[config.mk]
export PLATFORM = sky130hd
export DESIGN_NAME = xgs_pattern_stream_gen
export DESIGN_NICKNAME = d
export VERILOG_FILES = /design/src/rtl/xgs_pattern_pkg.sv /design/src/rtl/xgs_crc16.sv /design/src/rtl/xgs_pattern_stream_gen.sv
export SDC_FILE = /design/constraint.sdc
export NUM_CORES = 1
export LEC_CHECK = 0
export ABC_AREA = 1
export CORE_MARGIN = 2
export CORE_UTILIZATION = 35
export DETAILED_ROUTE_END_ITERATION = 12
export SKIP_CTS_REPAIR_TIMING = 1
export SLEW_MARGIN = 20
export SYNTH_ARGS = -nofsm -noshare
export SYNTH_HDL_FRONTEND = slang
export SYNTH_HIERARCHICAL = 1
export SYNTH_SLANG_ARGS = --single-unit
export TNS_END_PERCENT = 100
[constraint.sdc]
create_clock -name sclk -period 8.1 [get_ports sclk]
set_clock_uncertainty 0.05 [all_clocks]
set_input_delay 1.62 -clock sclk [delete_from_list [all_inputs] [get_ports sclk]]
set_output_delay 1.62 -clock sclk [all_outputs]
set_load 0.02 [all_outputs]
[src/rtl/xgs_pattern_pkg.sv]
// Shared types and constants for the XGS pattern stream generator.
// Used by xgs_pattern_stream_gen and xgs_crc16.
package xgs_pattern_pkg;

    typedef enum logic [1:0] {
        RAMP    = 2'd0,
        FIXED   = 2'd1,
        CHECKER = 2'd2
    } pattern_mode_t;

    typedef enum logic [1:0] {
        IDLE = 2'd0,
        LINE = 2'd1,
        GAP  = 2'd2,
        DONE = 2'd3
    } gen_state_t;

    localparam logic [15:0] CRC16_POLY = 16'h1021;
    localparam logic [15:0] CRC16_SEED = 16'hFFFF;

    // Mode code 3 is reserved and behaves like the fixed pattern.
    function automatic pattern_mode_t decode_mode(input logic [1:0] code);
        case (code)
            2'd0:    return RAMP;
            2'd2:    return CHECKER;
            default: return FIXED;
        endcase
    endfunction

endpackage

[src/rtl/xgs_crc16.sv]
// CRC-16-CCITT accumulator: folds one whole beat per cycle, least significant byte first,
// bits within each byte MSB-first (non-reflected).
module xgs_crc16
    import xgs_pattern_pkg::*;
#(
    parameter int DATA_W = 40
) (
    input  logic              clk,
    input  logic              rst,
    input  logic              seed,
    input  logic              en,
    input  logic [DATA_W-1:0] data,
    output logic [15:0]       crc
);

    localparam int NBYTES = (DATA_W + 7) / 8;
    localparam int EXT_W  = NBYTES * 8;

    logic [EXT_W-1:0] data_ext;
    logic [15:0]      crc_next;

    assign data_ext = EXT_W'(data);

    function automatic logic [15:0] crc_fold(input logic [15:0] c_in, input logic [EXT_W-1:0] d);
        logic [15:0] c;
        c = c_in;
        for (int unsigned b = 0; b < NBYTES; b++) begin
            c = c ^ {d[b*8 +: 8], 8'h00};
            for (int unsigned i = 0; i < 8; i++)
                c = c[15] ? ((c << 1) ^ CRC16_POLY) : (c << 1);
        end
        return c;
    endfunction

    assign crc_next = crc_fold(crc, data_ext);

    always_ff @(posedge clk) begin
        if (rst || seed)
            crc <= CRC16_SEED;
        else if (en)
            crc <= crc_next;
    end

endmodule

[src/rtl/xgs_pattern_stream_gen.sv]
// Frame/line AXI4-Stream pixel pattern generator (ramp, fixed, checker).
// Optional frame CRC output enabled by defining XGS_PATTERN_CRC_EN.
module xgs_pattern_stream_gen
    import xgs_pattern_pkg::*;
#(
    parameter int PIX_W        = 10,
    parameter int PIX_PER_BEAT = 4,
    parameter int DIM_W        = 12
) (
    input  logic                          sclk,
    input  logic                          srst,
    input  logic                          start,
    input  logic [DIM_W-1:0]              cfg_beats,
    input  logic [DIM_W-1:0]              cfg_lines,
    input  logic [1:0]                    cfg_mode,
    input  logic [PIX_W-1:0]              cfg_fixed,
    input  logic [7:0]                    cfg_gap,
    output logic                          busy,
    output logic [15:0]                   frame_count,
    output logic                          m_axis_tvalid,
    input  logic                          m_axis_tready,
    output logic [PIX_W*PIX_PER_BEAT-1:0] m_axis_tdata,
    output logic                          m_axis_tuser,
    output logic                          m_axis_tlast
`ifdef XGS_PATTERN_CRC_EN
    ,
    output logic [15:0]                   frame_crc,
    output logic                          frame_crc_valid
`endif
);

    localparam int XW = DIM_W + $clog2(PIX_PER_BEAT);

    gen_state_t    state_q, state_d;
    pattern_mode_t mode_r;
    logic [DIM_W-1:0] beats_r, lines_r, beat_cnt, line_cnt;
    logic [PIX_W-1:0] fixed_r;
    logic [7:0]       gap_r, gap_cnt;
    logic             start_acc, beat_acc, last_beat, last_line, gap_end;

    assign start_acc = (state_q == IDLE) && start && (cfg_beats != '0) && (cfg_lines != '0);
    assign beat_acc  = m_axis_tvalid && m_axis_tready;
    assign last_beat = (beat_cnt == beats_r - DIM_W'(1));
    assign last_line = (line_cnt == lines_r - DIM_W'(1));
    assign gap_end   = (gap_cnt == gap_r - 8'd1);

    always_ff @(posedge sclk) begin
        if (srst)
            state_q <= IDLE;
        else
            state_q <= state_d;
    end

    always_comb begin
        state_d       = state_q;
        busy          = (state_q != IDLE);
        m_axis_tvalid = (state_q == LINE);
        m_axis_tuser  = (state_q == LINE) && (beat_cnt == '0) && (line_cnt == '0);
        m_axis_tlast  = (state_q == LINE) && last_beat;
        case (state_q)
            IDLE: if (start_acc) state_d = LINE;
            LINE: begin
                if (beat_acc && last_beat) begin
                    if (last_line)
                        state_d = DONE;
                    else if (gap_r != '0)
                        state_d = GAP;
                    else
                        state_d = LINE;
                end
            end
            GAP:  if (gap_end) state_d = LINE;
            DONE: state_d = IDLE;
            default: state_d = IDLE;
        endcase
    end

    // Configuration is latched only on an accepted start; counters advance on handshakes.
    always_ff @(posedge sclk) begin
        if (srst) begin
            beats_r     <= '0;
            lines_r     <= '0;
            mode_r      <= RAMP;
            fixed_r     <= '0;
            gap_r       <= '0;
            beat_cnt    <= '0;
            line_cnt    <= '0;
            gap_cnt     <= '0;
            frame_count <= '0;
        end else begin
            case (state_q)
                IDLE: begin
                    if (start_acc) begin
                        beats_r  <= cfg_beats;
                        lines_r  <= cfg_lines;
                        mode_r   <= decode_mode(cfg_mode);
                        fixed_r  <= cfg_fixed;
                        gap_r    <= cfg_gap;
                        beat_cnt <= '0;
                        line_cnt <= '0;
                    end
                end
                LINE: begin
                    if (beat_acc) begin
                        if (last_beat) begin
                            beat_cnt <= '0;
                            line_cnt <= line_cnt + DIM_W'(1);
                            gap_cnt  <= '0;
                        end else begin
                            beat_cnt <= beat_cnt + DIM_W'(1);
                        end
                    end
                end
                GAP:  gap_cnt <= gap_cnt + 8'd1;
                DONE: frame_count <= frame_count + 16'd1;
                default: ;
            endcase
        end
    end

    function automatic logic [PIX_W-1:0] pixel_at(
        input pattern_mode_t    m,
        input logic [XW-1:0]    x,
        input logic [DIM_W-1:0] y,
        input logic [15:0]      f,
        input logic [PIX_W-1:0] fixed_val
    );
        case (m)
            RAMP:    return PIX_W'(x) + PIX_W'(y) + PIX_W'(f);
            CHECKER: return (x[3] ^ y[3]) ? '1 : '0;
            default: return fixed_val;
        endcase
    endfunction

    // Pixels are a pure function of the held counters, so data stays stable during stalls.
    always_comb begin
        m_axis_tdata = '0;
        if (state_q == LINE) begin
            for (int unsigned k = 0; k < PIX_PER_BEAT; k++)
                m_axis_tdata[k*PIX_W +: PIX_W] = pixel_at(mode_r,
                    XW'(beat_cnt) * XW'(PIX_PER_BEAT) + XW'(k), line_cnt, frame_count, fixed_r);
        end
    end

`ifdef XGS_PATTERN_CRC_EN
    logic [15:0] crc_run;

    xgs_crc16 #(
        .DATA_W(PIX_W * PIX_PER_BEAT)
    ) u_crc (
        .clk (sclk),
        .rst (srst),
        .seed(start_acc),
        .en  (beat_acc),
        .data(m_axis_tdata),
        .crc (crc_run)
    );

    always_ff @(posedge sclk) begin
        if (srst)
            frame_crc <= CRC16_SEED;
        else if (state_q == DONE)
            frame_crc <= crc_run;
    end

    assign frame_crc_valid = (state_q == DONE);
`endif

endmodule
==> flow_results.org, run 1 <==
** Critical path
- In this run the worst path has a maximum fanout of 6.
- On the critical path, the stage with the largest delay is an instance of fa_1.
- Crit path capture type :: output port
- Worst EP arrival :: 3.97 ns
- The setup path with the least slack is of type flip-flop to output port.
- CP most frequent cell :: inv_1
- Required time of the critical path :: 6.43 ns
- In this design, the stage delay of the slowest critical-path cell is 0.65 ns.
- Among cell families on the critical path, the largest total delay comes from buffers and inverters.
- Critical path buffer and inverter count :: 6
- The critical path goes through inv_1, fa_1, inv_1, or2_2, nand2_1, inv_1, ha_1, a21oi_1, inv_1, a21oi_1, inv_1, a21oi_1, or2_2, nand3_1, a21oi_1, clkdlybuf4s50_1.
- STA classifies the critical path startpoint as a flip-flop.

** CTS
- No sink is reached through more buffers than the 2 on the longest clock path.
- TritonCTS clock tree :: done
- Counting every sink on the clock net gives 94.
- The H-tree was split into 3 levels.
- Clock slew seen by the registers of the worst setup and hold paths :: 0.07 ns
- In this run the clock root is driven by a clkbuf_16.
- The number of clock buffers added by TritonCTS is 9.
- At the later pin of the worst-skew pair, clock insertion delay measures ~0.36 ns.

** Synthesis
- Parity-gate share of the synthesized area counting xor and xnor cells :: 5.39%
- Of the post-synthesis cell area, the dominant cell type holds about 27%.
- Proportion of synthesized chip area in sequential cells :: 26.9%
- After Yosys synthesis, full adders, half adders and majority gates account for 7.41% of the synthesized area.
- Post-Synthesis Mean Instance Area :: 6.30 um2
- Number of flops mapped to enable cells by yosys :: 0
- Multiplexer fraction of the synthesized cell area :: 0%
- Among all cell types in the netlist, the one instantiated most often is nand2_1.
- After Yosys synthesis, and, or, nand and nor cells account for approximately 32% of the synthesized area.
- Main area contributors after synthesis :: dfxtp_1, nand2_1, a21oi_1
- Yosys Warn Count :: 6
- Top cell types by occurrence after synthesis :: nand2_1, inv_1, a21oi_1
- Netlist cell types :: 39
- Post-synthesis async set-or-reset flop share :: 0%
- Among all flip-flop cells after synthesis, the most frequent one is dfxtp_1.
- The number of nets in the synthesized netlist is 1193.
- Of all cell types, the one taking the most synthesized area is dfxtp_1.
- After synthesis, the largest family of logic cells by area is simple AND/OR/NAND/NOR gates.
- After synthesis the cells add up to 6990 um2.
- The synthesized netlist devotes about 17% of its cell area to compound gates.
- FF+latch count, synth :: 94
- Synthesis produced 1109 cells.

** Layout
- Cells fill 44.0% of the core in the end.
- Fraction of layout cells with a size suffix above 1 :: 4.09%
- Final net count :: 1278
- Post-Layout Inst Area :: 8590 um2
- The area growth from synthesis to layout is 22.9%.
- # diodes :: 0

** Placement
- In this run the tool buffered the top-level ports with ~110 buffer cells.
- After detailed placement, the total cell area comes to around 8200 um2.
- GPL Wtd Cong :: approximately 0.88
- Dpl hpwl :: 15400 um

** Route
- The detail route stage leaves a number of antenna-violating nets equal to 0.
- The routed design has approximately 20000 um of wire.
- In the final routed layout, each cell accounts on average for 13.4 um.
- For this run, design rule violations remaining after detail routing come to 0.
- The detailed router finished its first iteration with 393 violations.
- The routed layout has 7103 vias.
- Routed via count divided by cell count :: 4.85
- The first TritonRoute pass finished after 5 iterations.

** GRT
- The number of antenna violations at the first check in global routing was 0.
- The via count of the first global-routing pass came to 6505.
- Across every metal layer, demand over resource in global routing totals between 10% and 20%.
- Pin count of the biggest net entering global routing :: 47
- The first global-routing pass estimated about 32000 um of wire.
- Total global routing overflow :: 0

** Die
- The floorplan step set the die width to 145 um.
- In this run the count of I/O pins placed on the die edge is between 100 and 150.
- Placement row count :: slightly above 50
- The die covers 21100 um2.
- The core region is 19500 um2.
- Initial standard-cell utilization of the core :: a little over a third
- The die is approximately 150 um tall.

** Pwr
- For this design the ratio of total power to cell area is ~240 nW/um2.
- Across the VDD grid, the largest voltage drop is 0.151 mV.
- Overall power of the completed layout :: 2.06 mW
- Leak Pwr :: 3.71 nW

** Timing
- Setup repair after global routing missed its margin :: no
- Post-layout min period :: 5.64 ns
- Slew at the pin closest to its max-slew limit :: about 0.85 ns
- Worst slew margin relative to its limit :: 43.2%
- Final max-slew violation count :: 0
- In the finished design, the share of the clock period the worst path needs comes to 69.6%.
- In the final timing run, aggregate negative setup slack is 0 ns.
- The number of endpoints with negative hold slack in the final report was 0.
- Derived from the worst setup path, the maximum achievable clock frequency is 177 MHz.
- Setup-violating endpoint count in the final report :: 0

** Flow run
- Number of maximum-capacitance constraint violations :: 0

** Outcome
- The flow ran to the end, and the final reports show no timing, DRC or antenna violations.

** Hold path
- The worst hold path belongs to the class flip-flop to flip-flop.
## power by group
group / switching [mW] / total, mW / internal (mW)
registers: 0.0613 / 0.590 / 0.528
logic: 0.634 / 0.975 / 0.341
clock network: 0.193 / 0.498 / 0.305
total: 0.888 / 2.06 / 1.17
## per-layer routing
layer  up-vias  part of all wire [%]  GRT usage (%)
li1       3756                     -              -
met1      3122                    48           24.7
met2       195                    44           29.9
met3        30                   5.6           3.55
met4         0                   2.0           6.03
met5         -                     0              0
## sequential cells by signal (all words and copies together) (netlist names)
signal / count
frame_count: 16
beat_cnt: 12
beats_r: 12
line_cnt: 12
lines_r: 12
fixed_r: 10
gap_cnt: 8
gap_r: 8
mode_r: 2
state_q: 2
## cell type report
cell class | count | area (um2)
Inverter | 153 | 574
Tap cell | 265 | 332
Clock inverter | 6 | 116
Fill cell | 2107 | 10900
Multi-Input combinational cell | 825 | 4360
Timing Repair Buffer | 111 | 1100
Clock buffer | 10 | 229
Sequential cell | 94 | 1880
## metrics by stage
step	std cells	worst slack [ns]	hold slack (ns)
global route	1464	2.02	0.429
detailed placement	1448	2.86	0.392
global placement	1448	2.92	0.384
finish	1464	2.46	0.396
CTS	1464	2.47	0.400
floorplan	1109	3.41	0.370
## worst reg2reg max path, cell delays in order, from the launching register on
cell	delay (ns)
dfxtp_1	0.39
nor2_4	0.19
inv_2	0.07
nor2_1	0.16
nand3_2	0.65
a21boi_4	0.85
nand2_2	0.33
nand2_1	0.45
nor2_1	0.10
## cells in the final DEF, fill, tap and decap left out, types with 4 or more instances in the layout
cell type / synthesis / final
clkbuf_16: 0 / 9
o21ai_0: 67 / 67
a21oi_1: 142 / 142
nor3b_2: 4 / 4
dfxtp_1: 94 / 94
nand2_2: 4 / 4
nor4_1: 6 / 6
nand2_1: 233 / 233
inv_1: 150 / 150
ha_1: 27 / 27
or2_2: 11 / 11
clkdlybuf4s50_1: 0 / 107
nand3b_1: 4 / 4
nand3_1: 80 / 80
nand4_1: 15 / 15
fa_1: 9 / 9
o21bai_1: 5 / 5
nor2_1: 125 / 125
xor2_1: 28 / 28
xnor2_1: 15 / 15
nor3_1: 23 / 23
nor2_2: 5 / 5
buf_4: 3 / 4
## final timing paths
kind,start,end,slack (ns),cells after the start
setup / recovery,line_cnt[2]$_SDFFE_PP0P_,m_axis_tdata[9],2.46,16
hold / removal,fixed_r[3]$_SDFFE_PP0P_,fixed_r[3]$_SDFFE_PP0P_,0.40,2
setup reg to reg,state_q[1]$_SDFFE_PP0P_,beat_cnt[3]$_SDFFE_PP0P_,4.72,8
hold reg to reg,fixed_r[3]$_SDFFE_PP0P_,fixed_r[3]$_SDFFE_PP0P_,0.40,2
## cell families after synthesis
logic type	after synthesis
XOR/XNOR	43
AO/OA/AOI/OAI	228
buffers and inverters	190
AND/OR/NAND/NOR	518
flip-flops	94
adder cells (fa/ha/maj)	36
(Power assumes the default switching activity.)
==> run 2: changes to the inputs <==
- clock period: 8.1 -> 4.9 ns (I/O delays scaled with it)
==> run 2 against run 1 <==
Register-to-register slack got worse by 2.6 ns. Non-clock buffer count increased by 2. Cell area decreased by 0.16%. Combinational power increased by 66%. Setup slack got worse by 2.2 ns. Core utilization decreased by 0.070 points. First-iteration DRC count decreased by 2.8%. Routed wire length decreased by 1.5%. Sequential share of layout area about the same. Die area unchanged. Clock power increased by 45%. Largest power group unchanged.
==> flow_results.org, run 2 (synthesized netlist as in run 1, its figures left out) <==
** CTS
- The number of sinks driven by the clock tree is 94 (unchanged).
- The tree is rooted in a clkbuf_16.
- The latest clock arrival within the worst-skew pair was 0.35 ns (about the same).
- The level count of the clock H-tree came to 3 (unchanged).
- The deepest clock path buffer count is 2 (unchanged).
- Clock buffers created by TritonCTS :: 9 (unchanged)
- TritonCTS clock tree :: done
- The register clock-pin slew on the reported worst setup and hold paths was 0.07 ns (about the same).

** Die
- X dimension of the die :: 145 um (unchanged)
- The initial core utilization is 35.8% (unchanged).
- Number of top-level design ports :: 108 (unchanged)
- The area enclosed by the die boundary is 21100 um2 (unchanged).
- Floorplan Core Area :: 19500 um2 (unchanged)
- Placement row count :: 51 (unchanged)
- Die height :: 145 um (unchanged)

** Critical path
- Critical Path Fanout Max :: 6 (unchanged)
- Required time of the critical path :: 3.87 ns (-2.56 ns)
- Worst EP arrival :: 3.63 ns (-0.34 ns)
- The worst-case register-to-register setup slack was 2.09 ns (-2.63 ns).
- Reg-to-reg endpoint :: beat_cnt[5]$_SDFFE_PP0P_
- Crit path capture type :: output port
- Path depth of the worst reg2reg path :: 8 (unchanged)
- Critical Path Source Type :: flip-flop
- Launch instance of the worst register-to-register path :: state_q[1]$_SDFFE_PP0P_
- The critical path in this run is classified as flip-flop to output port.

** Flow run
- Number of maximum-capacitance constraint violations :: 0 (unchanged)

** Layout
- The final standard cell area without fillers is 8580 um2 (-0.16%).
- The net count reported at finish was 1280 (+0.16%).
- The library cell used most frequently in the layout, excluding fill and tap cells, is nand2_1.
- # diodes :: 0 (unchanged)
- The number of flip-flops in the largest register came to 16 (unchanged).
- In the layout the commonest cells are nand2_1, inv_1, a21oi_1, nor2_1, clkdlybuf4s50_1.
- The area growth from synthesis to layout is 22.7%.
- Fraction of layout cells with a size suffix above 1 :: 4.50% (+0.41 points)
- frame_count holds more flip-flops than any other register.

** Hold path
- Type of the worst min-delay path :: flip-flop to flip-flop
- Source of the worst hold timing path :: fixed_r[0]$_SDFFE_PP0P_
- The number of cells on the worst hold path came to 2 (unchanged).
- The path with the worst hold slack has its endpoint at fixed_r[0]$_SDFFE_PP0P_.

** Placement
- Cell Area, Placed :: 8260 um2 (+0.18%)
- The number of I/O port buffers was 107 (unchanged).
- GPL Wtd Cong :: 0.901 (+2.2%)
- The detailed placer's ending HPWL was 15200 um (-1.5%).

** Route
- The routed wire length per instance came to 13.2 um (-1.6%).
- The residual antenna-violating net count after detailed routing came to 0 (unchanged).
- Vias :: 7042 (-0.86%)
- Violation count after the first detailed-route iteration :: 382 (-2.8%)
- Routed via count divided by cell count :: 4.80 (-0.99%)
- Detailed-routing iteration count for the pre-antenna-repair pass :: 5 (unchanged)
- The detailed-route wire length came to 19300 um (-1.5%).
- DRC :: 0 (unchanged)

** Pwr
- The static power due to leakage was 3.77 nW (+1.6%).
- Switching Fraction :: 44.3% (+1.3 points)
- The worst-case vdd ir drop was 0.253 mV (+68%).
- Power Density :: 387 nW/um2 (+61%)
- Switching pwr :: 1.47 mW (+66%)
- The internal power consumption is 1.85 mW (+57%).
- The share of power burned in registers was 29.3% (+0.7 points).
- Overall power of the completed layout :: 3.32 mW (+61%)
- Part of the total power dissipated in the clock network :: 21.8% (-2.3 points)
- Proportion of power drawn by combinational gates :: 48.9% (+1.6 points)

** Timing
- Setup repair after global routing missed its margin :: no
- The summed negative setup slack over all endpoints is 0 ns (unchanged).
- Worst slack on hold paths :: 0.400 ns (+0.00394 ns)
- The number of max-slew violations in the final report is 0 (unchanged).
- Final Hold Fails :: 0 (unchanged)
- Slew at the pin closest to its max-slew limit :: 0.790 ns (-0.0615 ns)
- Highest achievable clock rate :: 215 MHz
- In the finished design, the share of the clock period the worst path needs comes to 95.0%.
- The final setup violation count was 0 (unchanged).
- Worst slew margin relative to its limit :: 47.3% (+4.1 points)
- Post-layout min period :: 4.66 ns

** GRT
- Total global routing overflow :: 0 (unchanged)
- Wire length of the first global-routing pass :: 32000 um (-0.81%)
- The via count of the first global-routing pass is 6423 (-1.3%).
- The global router's overall resource usage was 18.3% (-0.18 points).
- The number of antenna violations at the first check in global routing came to 0 (unchanged).
- Pin count of the biggest net entering global routing :: 89 (+89%)

** Outcome
- The flow ran to the end, and the final reports show no timing, DRC or antenna violations.
==> run 2: layer usage <==
metal	track usage (%)	part of all wire, %	up-vias
met2	29.8	45	150
met3	3.33	4.6	18
met1	24.8	49	3115
li1	-	-	3759
met5	0	0	-
met4	5.05	1.5	0
==> run 2: worst max-delay path by stage <==
stage | from | endpoint | slack (ns) | cells past startpoint
final | line_cnt[2]$_SDFFE_PP0P_ | m_axis_tdata[15] | 0.24 | 13
after floorplan | frame_count[2]$_SDFFE_PP0N_ | m_axis_tdata[9] | 0.85 | 15
after global routing | beat_cnt[0]$_SDFFE_PP0P_ | m_axis_tdata[17] | 0.01 | 15
after global placement | line_cnt[2]$_SDFFE_PP0P_ | m_axis_tdata[9] | 0.38 | 16
after detailed placement | line_cnt[2]$_SDFFE_PP0P_ | m_axis_tdata[9] | 0.33 | 16
after CTS | line_cnt[2]$_SDFFE_PP0P_ | m_axis_tdata[9] | -0.07 | 16
==> run 2: worst max-delay path, cell delays in order, from the launching register on <==
cell	delay, ns
dfxtp_1	0.42
inv_2	0.11
fa_2	0.61
inv_1	0.12
or2_2	0.29
nand2_1	0.08
inv_1	0.06
ha_1	0.19
a21oi_1	0.16
inv_1	0.10
a21oi_1	0.19
nand2_1	0.07
a21oi_1	0.22
clkdlybuf4s50_1	0.64
==> run 2: power groups by stage <==
stage | sequential [mW] | clock, mW | combinational, mW
after CTS | 0.975 | 0.749 | 1.63
final | 0.973 | 0.722 | 1.62
after global placement | 0.991 | 0 | 1.62
after global routing | 0.993 | 0.775 | 1.83
after floorplan | 0.969 | 0 | 1.19
after detailed placement | 0.992 | 0 | 1.62
==> run 2: per-stage QoR <==
stage / setup slack (ns) / cells / util, %
2_1_floorplan: 0.851 / 1109 / -
3_3_place_gp: 0.380 / 1450 / 42.3
3_5_place_dp: 0.331 / 1450 / 42.3
4_1_cts: -0.0682 / 1466 / 43.8
5_1_grt: 0.0138 / 1466 / 43.9
6_report: 0.243 / 1466 / 43.9
==> run 2: layout make-up <==
cell class	instances	area [um2]
fill	2100	11000
timing repair buffer	113	1130
clock buffer	10	229
sequential	94	1880
inverter	153	574
clock inverter	6	70.1
multi-input combinational	825	4360
tap	265	332
==> run 3: changes to the inputs <==
- CTS_CLUSTER_SIZE: not set -> 14
- SKIP_LAST_GASP: not set -> 1
==> results of run 3 <==
The final DEF is identical to that of run 2; final timing and power are the same.
